### config.mk
export PLATFORM = sky130hd
export DESIGN_NAME = ipsxe_floating_point_lod_sched_v1_0_flat
export DESIGN_NICKNAME = d
export VERILOG_FILES = /design/src/rtl/ipsxe_floating_point_pkg.sv /design/src/rtl/ipsxe_floating_point_lod_sched_v1_0_if.sv /design/src/rtl/ipsxe_floating_point_find_one_64bit_v1_0.sv /design/src/rtl/ipsxe_floating_point_lod_sched_v1_0.sv /design/src/flat_wrapper.sv
export SDC_FILE = /design/constraint.sdc
export NUM_CORES = 1
export LEC_CHECK = 0
export ABC_AREA = 1
export CAP_MARGIN = 30
export CORE_MARGIN = 10
export CORE_UTILIZATION = 36
export CTS_CLUSTER_SIZE = 16
export DETAILED_ROUTE_END_ITERATION = 7
export HOLD_SLACK_MARGIN = 0.15
export PLACE_DENSITY = 0.83
export SLEW_MARGIN = 5
export SYNTH_ARGS = -nofsm -noshare
export SYNTH_HDL_FRONTEND = slang
export SYNTH_SLANG_ARGS = --single-unit
### constraint.sdc
create_clock -name i_clk -period 4.5 [get_ports i_clk]
set_clock_uncertainty 0.2 [all_clocks]
set_input_delay 0.45 -clock i_clk [delete_from_list [all_inputs] [get_ports i_clk]]
set_output_delay 0.45 -clock i_clk [all_outputs]
set_load 0.01 [all_outputs]
### src/rtl/ipsxe_floating_point_pkg.sv
// Shared constants and helpers for the floating-point normalisation blocks.
package ipsxe_floating_point_pkg;

   localparam int unsigned LOD_DW      = 64;
   localparam int unsigned LOD_IDX_W   = 6;
   localparam int unsigned MAX_NUM_REQ = 8;

   function automatic int unsigned clog2(input int unsigned value);
      int unsigned res;
      res = 0;
      while ((32'd1 << res) < value) begin
         res++;
      end
      return res;
   endfunction

endpackage

### src/rtl/ipsxe_floating_point_lod_sched_v1_0_if.sv
// Request/response bundle between normalisation lanes and the shared LOD scheduler.
interface ipsxe_floating_point_lod_sched_v1_0_if #(
   parameter int unsigned NUM_REQ = 4
) ();
   import ipsxe_floating_point_pkg::*;

   localparam int unsigned ID_W = clog2(NUM_REQ);

   logic [NUM_REQ-1:0]        req_valid;
   logic [NUM_REQ*LOD_DW-1:0] req_data;
   logic [NUM_REQ-1:0]        req_ready;
   logic                      rsp_valid;
   logic                      rsp_ready;
   logic [ID_W-1:0]           rsp_id;
   logic [LOD_IDX_W-1:0]      rsp_index;
   logic                      rsp_zero;
   logic                      busy;

   modport slave (
      input  req_valid,
      input  req_data,
      output req_ready,
      output rsp_valid,
      input  rsp_ready,
      output rsp_id,
      output rsp_index,
      output rsp_zero,
      output busy
   );

   modport master (
      output req_valid,
      output req_data,
      input  req_ready,
      input  rsp_valid,
      output rsp_ready,
      input  rsp_id,
      input  rsp_index,
      input  rsp_zero,
      input  busy
   );

endinterface

### src/rtl/ipsxe_floating_point_find_one_64bit_v1_0.sv
// Pipelined 64-bit leading-one detector; LATENCY register stages after the priority search.
module ipsxe_floating_point_find_one_64bit_v1_0
   import ipsxe_floating_point_pkg::*;
#(
   parameter int unsigned LATENCY = 4
) (
   input  logic                 i_clk,
   input  logic                 i_rst_n,
   input  logic                 i_clken,
   input  logic [LOD_DW-1:0]    i_data,
   output logic [LOD_IDX_W-1:0] o_index
);

   logic [LOD_IDX_W-1:0] idx_comb;

   // Highest set bit wins; an all-zero word yields 0.
   always_comb begin
      idx_comb = '0;
      for (int unsigned b = 0; b < LOD_DW; b++) begin
         if (i_data[b]) begin
            idx_comb = LOD_IDX_W'(b);
         end
      end
   end

   if (LATENCY == 0) begin : g_comb
      assign o_index = idx_comb;
   end else begin : g_pipe
      logic [LOD_IDX_W-1:0] idx_q [LATENCY];

      always_ff @(posedge i_clk or negedge i_rst_n) begin
         if (!i_rst_n) begin
            for (int unsigned s = 0; s < LATENCY; s++) begin
               idx_q[s] <= '0;
            end
         end else if (i_clken) begin
            idx_q[0] <= idx_comb;
            for (int unsigned s = 1; s < LATENCY; s++) begin
               idx_q[s] <= idx_q[s-1];
            end
         end
      end

      assign o_index = idx_q[LATENCY-1];
   end

endmodule

### src/rtl/ipsxe_floating_point_lod_sched_v1_0.sv
// Round-robin scheduler sharing one pipelined leading-one detector among NUM_REQ lanes,
// with a tag pipe tracking requester ID and zero flag alongside the detector.
module ipsxe_floating_point_lod_sched_v1_0
   import ipsxe_floating_point_pkg::*;
#(
   parameter int unsigned NUM_REQ = 4,
   parameter int unsigned LATENCY = 4
) (
   input  logic                                  i_clk,
   input  logic                                  i_rst_n,
   input  logic                                  i_clken,
   ipsxe_floating_point_lod_sched_v1_0_if.slave  bus
);

   localparam int unsigned ID_W = clog2(NUM_REQ);

   logic                 adv;
   logic [ID_W-1:0]      ptr_q, ptr_d;
   logic [ID_W:0]        cand;
   logic                 gnt_found;
   logic [ID_W-1:0]      gnt_id;
   logic                 accept;
   logic [LOD_DW-1:0]    det_in;
   logic                 in_zero;
   logic [LOD_IDX_W-1:0] det_index;

   logic                 tail_vld;
   logic [ID_W-1:0]      tail_id;
   logic                 tail_zero;
   logic                 pipe_busy;

   logic                 rsp_valid_q;
   logic [ID_W-1:0]      rsp_id_q;
   logic                 rsp_zero_q;
   logic [LOD_IDX_W-1:0] rsp_index_q;

   assign adv = i_clken & (~rsp_valid_q | bus.rsp_ready);

   // Rotating search starting at ptr_q, first valid requester wins.
   always_comb begin
      gnt_found = 1'b0;
      gnt_id    = '0;
      cand      = '0;
      for (int unsigned i = 0; i < NUM_REQ; i++) begin
         cand = {1'b0, ptr_q} + (ID_W+1)'(i);
         if (cand >= (ID_W+1)'(NUM_REQ)) begin
            cand = cand - (ID_W+1)'(NUM_REQ);
         end
         if (!gnt_found && bus.req_valid[cand[ID_W-1:0]]) begin
            gnt_found = 1'b1;
            gnt_id    = cand[ID_W-1:0];
         end
      end
   end

   assign accept        = gnt_found & adv;
   assign bus.req_ready = accept ? (NUM_REQ'(1) << gnt_id) : '0;

   always_comb begin
      ptr_d = ptr_q;
      if (accept) begin
         ptr_d = (gnt_id == ID_W'(NUM_REQ - 1)) ? '0 : gnt_id + 1'b1;
      end
   end

   always_ff @(posedge i_clk or negedge i_rst_n) begin
      if (!i_rst_n) begin
         ptr_q <= '0;
      end else begin
         ptr_q <= ptr_d;
      end
   end

   always_comb begin
      det_in = '0;
      if (accept) begin
         det_in = bus.req_data[int'(gnt_id)*LOD_DW +: LOD_DW];
      end
   end

   assign in_zero = ~|det_in;

   ipsxe_floating_point_find_one_64bit_v1_0 #(
      .LATENCY (LATENCY)
   ) u_find_one (
      .i_clk   (i_clk),
      .i_rst_n (i_rst_n),
      .i_clken (adv),
      .i_data  (det_in),
      .o_index (det_index)
   );

   if (LATENCY == 0) begin : g_no_pipe
      assign tail_vld  = accept;
      assign tail_id   = gnt_id;
      assign tail_zero = in_zero;
      assign pipe_busy = 1'b0;
   end else begin : g_tag_pipe
      logic [LATENCY-1:0] vld_q;
      logic [LATENCY-1:0] zero_q;
      logic [ID_W-1:0]    id_q [LATENCY];

      always_ff @(posedge i_clk or negedge i_rst_n) begin
         if (!i_rst_n) begin
            vld_q  <= '0;
            zero_q <= '0;
            for (int unsigned s = 0; s < LATENCY; s++) begin
               id_q[s] <= '0;
            end
         end else if (adv) begin
            vld_q[0]  <= accept;
            zero_q[0] <= in_zero;
            id_q[0]   <= gnt_id;
            for (int unsigned s = 1; s < LATENCY; s++) begin
               vld_q[s]  <= vld_q[s-1];
               zero_q[s] <= zero_q[s-1];
               id_q[s]   <= id_q[s-1];
            end
         end
      end

      assign tail_vld  = vld_q[LATENCY-1];
      assign tail_id   = id_q[LATENCY-1];
      assign tail_zero = zero_q[LATENCY-1];
      assign pipe_busy = |vld_q;
   end

   always_ff @(posedge i_clk or negedge i_rst_n) begin
      if (!i_rst_n) begin
         rsp_valid_q <= 1'b0;
         rsp_id_q    <= '0;
         rsp_zero_q  <= 1'b0;
         rsp_index_q <= '0;
      end else if (adv) begin
         rsp_valid_q <= tail_vld;
         rsp_id_q    <= tail_id;
         rsp_zero_q  <= tail_zero;
         rsp_index_q <= tail_zero ? '0 : det_index;
      end
   end

   assign bus.rsp_valid = rsp_valid_q;
   assign bus.rsp_id    = rsp_id_q;
   assign bus.rsp_zero  = rsp_zero_q;
   assign bus.rsp_index = rsp_index_q;
   assign bus.busy      = rsp_valid_q | pipe_busy;

endmodule

### src/flat_wrapper.sv
// flat-port wrapper written by rule: the top's interface ports become plain ports
module ipsxe_floating_point_lod_sched_v1_0_flat import ipsxe_floating_point_pkg::*;
#(
   parameter int unsigned NUM_REQ = 4,
   parameter int unsigned LATENCY = 4
)
  (i_clk, i_rst_n, i_clken, bus_req_valid, bus_req_data, bus_req_ready, bus_rsp_valid, bus_rsp_ready, bus_rsp_id, bus_rsp_index, bus_rsp_zero, bus_busy);
  ipsxe_floating_point_lod_sched_v1_0_if #(.NUM_REQ(NUM_REQ)) bus_i ();
  input  logic i_clk;
  input  logic i_rst_n;
  input  logic i_clken;
  input wire logic [$bits(bus_i.req_valid)-1:0] bus_req_valid;
  input wire logic [$bits(bus_i.req_data)-1:0] bus_req_data;
  output wire logic [$bits(bus_i.req_ready)-1:0] bus_req_ready;
  output wire logic [$bits(bus_i.rsp_valid)-1:0] bus_rsp_valid;
  input wire logic [$bits(bus_i.rsp_ready)-1:0] bus_rsp_ready;
  output wire logic [$bits(bus_i.rsp_id)-1:0] bus_rsp_id;
  output wire logic [$bits(bus_i.rsp_index)-1:0] bus_rsp_index;
  output wire logic [$bits(bus_i.rsp_zero)-1:0] bus_rsp_zero;
  output wire logic [$bits(bus_i.busy)-1:0] bus_busy;
  assign bus_i.req_valid = bus_req_valid;
  assign bus_i.req_data = bus_req_data;
  assign bus_req_ready = bus_i.req_ready;
  assign bus_rsp_valid = bus_i.rsp_valid;
  assign bus_i.rsp_ready = bus_rsp_ready;
  assign bus_rsp_id = bus_i.rsp_id;
  assign bus_rsp_index = bus_i.rsp_index;
  assign bus_rsp_zero = bus_i.rsp_zero;
  assign bus_busy = bus_i.busy;
  ipsxe_floating_point_lod_sched_v1_0 #(.NUM_REQ(NUM_REQ), .LATENCY(LATENCY)) u_core (.i_clk(i_clk), .i_rst_n(i_rst_n), .i_clken(i_clken), .bus(bus_i));
endmodule
==> impl_metrics.ini <==
[yosys]
yosys.area.top_type_share_pct = 25.7
synth.distinct_cells = 38
synth_area_leader_cell = dfrtp_1
yosys_warnings = 0
synth-seq-cells = 52
async_flop_share_pct = 100
synthTopCellsByCount = nand2_1, nor2_1, o21ai_0
synth_edf_count = 0
ys_seq_area_share_pct = 25.7
syn_inst = 877
netlist_area_um2 = 5060
synth_area_per_cell_um2 = 5.77
synth_nets = 1145
netlist_top_cells_area = dfrtp_1, nand2_1, o21ai_0, nor2_1, o22ai_1
synth.most_common_cell = nand2_1
yosys_most_used_dff = dfrtp_1

[global_route]
grt_pass1_wl_um = 33400
grt_max_degree = 56
grt.total_usage_pct = 20.4
antenna_found_initial = 3
overflow = 0
grt_pass1_vias = 6790

[sta]
maxSlewViolCount = 0
worst_pin_slew_ns = 0.484
fin_hold_ws_ns = 0.270
final.setup.tns_ns = -0.462
fmax_ghz = 0.203
final-setup-viol-count = 2
relSlewSlack_pct = 67.7
period_share_pct = 109
finalHoldViolCount = 0
layout_min_cycle_time_ns = 4.92
rsz0062_at_grt = true
fin_ws_ns = -0.420

[hold_path]
hold_path.class = flop to flop
min_path_cells = 2
min_to = u_core.g_tag_pipe.zero_q[1]
worstHoldStart = u_core.g_tag_pipe.zero_q[0]

[floorplanning]
core_um2 = 13800
die_w_um = 139
ios = 279
initial_core_util_pct = 36.6
die-area_um2 = 19200
die_h_um = 139
core.rowCount = 43

[critical_path]
r2r_cells = 70
cp_slowest_cell = dfrtp_1
slowest_delay_ns = 0.43
cp_max_fo = 10
arrival_ns = 4.89
regToRegEndpoint = u_core.u_find_one.g_pipe.idx_q[18]
worstSetupPathType = flop to flop
worst_ep_required_time_ns = 4.47
worstReg2RegStart = u_core.ptr_q[0]
end_kind = flop
crit_top_cell = nand2_1
crit_path_start_kind = flop
reg2reg_slack_ns = -0.42

[finish]
nets = 1457
final_cell_count_no_fill = 1373
syn_to_final_growth_pct = 72.7
drive_above_1_share_pct = 10.7
final_util_pct = 63.2

[drt]
wl_per_cell_um = 15.3
antenna_left = 0
vias_per_cell = 4.93
drc = 0
drtIter0Drc = 385
dr.pass1.iters = 6
wl_um = 21000
vias = 6773

[cts]
insertion_delay_ns = 0.29
h-tree-depth = 2
cts_tree = yes
clkTransAtPathRegs_ns = 0.07
clk_path_buf_depth = 2
cts_buffers = 5
cts.sinks = 52
root_buffer = clkbuf_16

[place]
io_buffers = 278
place_congestion = 0.907
place_inst = 1351
dp_hpwl_um = 17100
place_ws_ns = -0.742

[status]
violations = negative setup slack
status = finished, violations left

[run]
maxCapViolCount = 0

[power]
p_leak_nw = 4.03
power_density_nw_per_um2 = 938
ir_drop_uv = 719
==> registers in the layout, summed over array words and instances, names as in the netlist <==
signal	cells
u_core.g_tag_pipe.id_q	6
u_core.g_tag_pipe.vld_q	4
u_core.bus.rsp_id	2
u_core.bus.rsp_index	6
u_core.g_tag_pipe.zero_q	4
u_core.u_find_one.o_index	6
u_core.bus.rsp_zero	1
u_core.u_find_one.g_pipe.idx_q	18
u_core.bus.rsp_valid	1
u_core.tail_id	2
u_core.ptr_q	2
==> metal layers <==
metal  GRT usage (%)  vias up  share of wire [%]
met1            21.5     3035                 38
li1                -     3511                  -
met2            38.4      206                 53
met3            6.30       21                7.8
met5               0        -                  0
met4            5.11        0                1.6
==> logic make-up after synthesis <==
| group | after synthesis | synth area share, % |
|---|---|---|
| simple gates | 500 | 40.2 |
| buf+inv | 101 | 8.83 |
| fa+ha+maj | 4 | 0.989 |
| flops | 52 | 25.7 |
| compound gates | 220 | 24.3 |
==> power breakdown <==
group	switching [W]	internal [W]
logic	0.00406	0.00300
registers	0.0000966	0.000656
clock network	0.000173	0.000211
total	0.00433	0.00387
==> repair_timing <==
action / in CTS / in global routing
setup buffers: 3 / 5
setup endpoints to repair: 2 / 2
cloned: 2 / 0
hold buffers: 1 / 0
pin swaps: 12 / 10
resized for setup: 22 / 7
hold endpoints to repair: 14 / 0
==> cell type report <==
class | instances | area (um2)
antenna | 3 | 7.51
clock buffer | 5 | 125
clock inverter | 3 | 27.5
fill | 1292 | 5090
inverter | 43 | 176
multi-input combinational | 725 | 3370
sequential | 52 | 1300
tap | 180 | 225
timing repair buffer | 362 | 3500
==> worst max path at each step <==
stage                                 from                            endpoint  slack, ns
after CTS                  u_core.ptr_q[0]  u_core.u_find_one.g_pipe.idx_q[18]      -0.38
after global routing       u_core.ptr_q[0]  u_core.u_find_one.g_pipe.idx_q[18]      -1.23
after detailed placement  bus_req_valid[3]  u_core.u_find_one.g_pipe.idx_q[18]      -0.74
final                      u_core.ptr_q[0]  u_core.u_find_one.g_pipe.idx_q[18]      -0.42
after global placement    bus_req_valid[2]  u_core.u_find_one.g_pipe.idx_q[18]      -0.69
after floorplan            u_core.ptr_q[0]                    bus_req_ready[2]       0.09
==> worst max-delay path: cells and delay by family (launching register included) <==
family	cells	cell delay, ns
AO/OA/AOI/OAI	2	0.23
buffers and inverters	4	0.51
flip-flops	1	0.43
AND/OR/NAND/NOR	64	3.42
==> layout by cell type, fill, tap and decap left out, types with 3 or more instances in the layout <==
master,count
nor2_1,157
nand2_4,7
nand2_1,285
a22o_1,4
o21ai_0,134
nand2_2,7
dfrtp_1,52
diode_2,3
nand3b_1,3
o21ai_1,7
buf_4,73
a21oi_1,5
buf_6,4
inv_2,5
clkbuf_16,5
ha_1,4
nor2_2,4
clkdlybuf4s50_1,273
dlygate4sd2_1,4
inv_1,34
buf_12,5
nand3_1,26
o21bai_1,3
a31oi_1,3
o22ai_1,54
==> through the flow <==
step	power, W	cell area (um2)
5_1_grt	0.00924	8740
6_report	0.00820	8740
4_1_cts	0.00809	8670
2_1_floorplan	0.00526	5060
3_3_place_gp	0.00735	8370
3_5_place_dp	0.00743	8390
No activity file was read; power rests on OpenSTA's default activity.
==> RTL change (same flow settings) <==
Make the reset (`i_rst_n`) synchronous in 4 clocked blocks.
--- a/src/rtl/ipsxe_floating_point_find_one_64bit_v1_0.sv
+++ b/src/rtl/ipsxe_floating_point_find_one_64bit_v1_0.sv
@@ -30,3 +30,3 @@
 
-      always_ff @(posedge i_clk or negedge i_rst_n) begin
+      always_ff @(posedge i_clk) begin
          if (!i_rst_n) begin
--- a/src/rtl/ipsxe_floating_point_lod_sched_v1_0.sv
+++ b/src/rtl/ipsxe_floating_point_lod_sched_v1_0.sv
@@ -65,3 +65,3 @@
 
-   always_ff @(posedge i_clk or negedge i_rst_n) begin
+   always_ff @(posedge i_clk) begin
       if (!i_rst_n) begin
@@ -102,3 +102,3 @@
 
-      always_ff @(posedge i_clk or negedge i_rst_n) begin
+      always_ff @(posedge i_clk) begin
          if (!i_rst_n) begin
@@ -127,3 +127,3 @@
 
-   always_ff @(posedge i_clk or negedge i_rst_n) begin
+   always_ff @(posedge i_clk) begin
       if (!i_rst_n) begin
Check against the original RTL: differs if i_rst_n is asserted again (counterexample within 4 cycles, from zero or initial values and one cycle with i_rst_n low); with i_rst_n held inactive, the same outputs for 10 cycles.
==> RTL change against the original RTL <==
Critical path depth decreased by 32. The flow still finishes with violations (setup timing). Setup slack got worse by 0.24 ns. Global-route usage about the same. Via count increased by 3.8%. Cell area increased by 7.4%. Routed wire length increased by 4.3%. Sequential power decreased by 20%. Core utilization increased by 1.6 points. Combinational power decreased by 3.8%. Power decreased by 5.1%. Sequential cell count unchanged. Synthesized area increased by 4.8%. Largest cell class unchanged.
==> RTL change: results (changes against the original RTL) <==
metric,value,unit,change
slowest_stage,dfxtp_4,,
final.min_clock_period,5.16,ns,+0.242 ns
worst_pin_slew,0.524,ns,+0.0396 ns
status,"finished, violations left",,
dp_hpwl,17600,um,+3.1%
drt_first_iter_violations,361,,-6.2%
synth_common_cells,"400 x nand2_1, 126 x nor2_1, 62 x o21ai_0",,
nets,1523,,+4.5%
crit_fanout,8,,-2
max_stage_delay,0.39,ns,-0.04 ns
crit_family,buffers and inverters,,
async_flop_share,0,,-1.00
worstPathArrival,5.12,ns,+0.23 ns
fin_ws,-0.662,ns,-0.242 ns
grt_max_degree,42,,-25%
p_switching,3.99,mW,-7.9%
synth_nets,1179,,+3.0%
grt_pass1_vias,6956,,+2.4%
drt-pass1-iter-count,5,,-1
violations,setup timing,,
largest_reg_flops,24,,+6
drive_gt1_frac,0.154,,+0.0469
synth_edf_count,32,,+32
synth.top_cells.by_area,"nand2_1 28%, edfxtp_1 18%, nor2_1 8.9%",,
synth-main-ff-cell,edfxtp_1,,
setup_viol,3,,+1
synth_seq_area_share,0.257,,-0.000383
syn_inst,911,,+3.9%
grt_usage,0.204,,about the same
grt_pass1_wl,33900,um,+1.4%
place.gp.congestion,0.870,,-4.1%
==> RTL change: area by class of cell <==
type | instances | area [um^2]
Fill cell | 1322 | 5090
Multi-Input combinational cell | 742 | 3620
Antenna cell | 1 | 2.50
Timing Repair Buffer | 393 | 3770
Inverter | 61 | 243
Tap cell | 184 | 230
Clock inverter | 2 | 12.5
Sequential cell | 52 | 1370
Clock buffer | 6 | 139
==> RTL change: path summary, 6_finish.rpt <==
path                                 from                           to  slack, ns  depth (start not counted)
max                       u_core.ptr_q[0]  u_core.g_tag_pipe.zero_q[0]      -0.66                         38
min          u_core.g_tag_pipe.id_q[3][0]         u_core.bus.rsp_id[0]       0.25                          2
max reg2reg               u_core.ptr_q[0]  u_core.g_tag_pipe.zero_q[0]      -0.66                         38
min reg2reg  u_core.g_tag_pipe.id_q[3][0]         u_core.bus.rsp_id[0]       0.25                          2
==> RTL change: layer usage <==
layer	global-route usage	up-vias	part of all wire
li1	-	3634	-
met2	0.390	213	0.52
met1	0.215	3158	0.38
met3	0.0621	25	0.080
met5	0	-	0
met4	0.0370	0	0.016
==> RTL change: cell families after synthesis <==
kind of cell / share of synthesized area
DFF: 0.257
and+or+nand+nor: 0.449
adders and majority gates: 0.00944
AOI/OAI and AO/OA: 0.186
buffers and inverters: 0.0986
==> RTL change: what timing repair did <==
item,4_1_cts,5_1_grt
setup buffers,30,1
pin swaps,27,23
setup endpoints to repair,2,3
gates resized for setup,42,35
cloned,3,0
==> RTL change: stage by stage <==
stage	util	setup WS, ns
6_report	0.649	-0.662
4_1_cts	0.640	-0.520
5_1_grt	0.649	-1.12
3_5_place_dp	0.600	-0.954
3_3_place_gp	0.598	-0.972
2_1_floorplan	-	0.00756
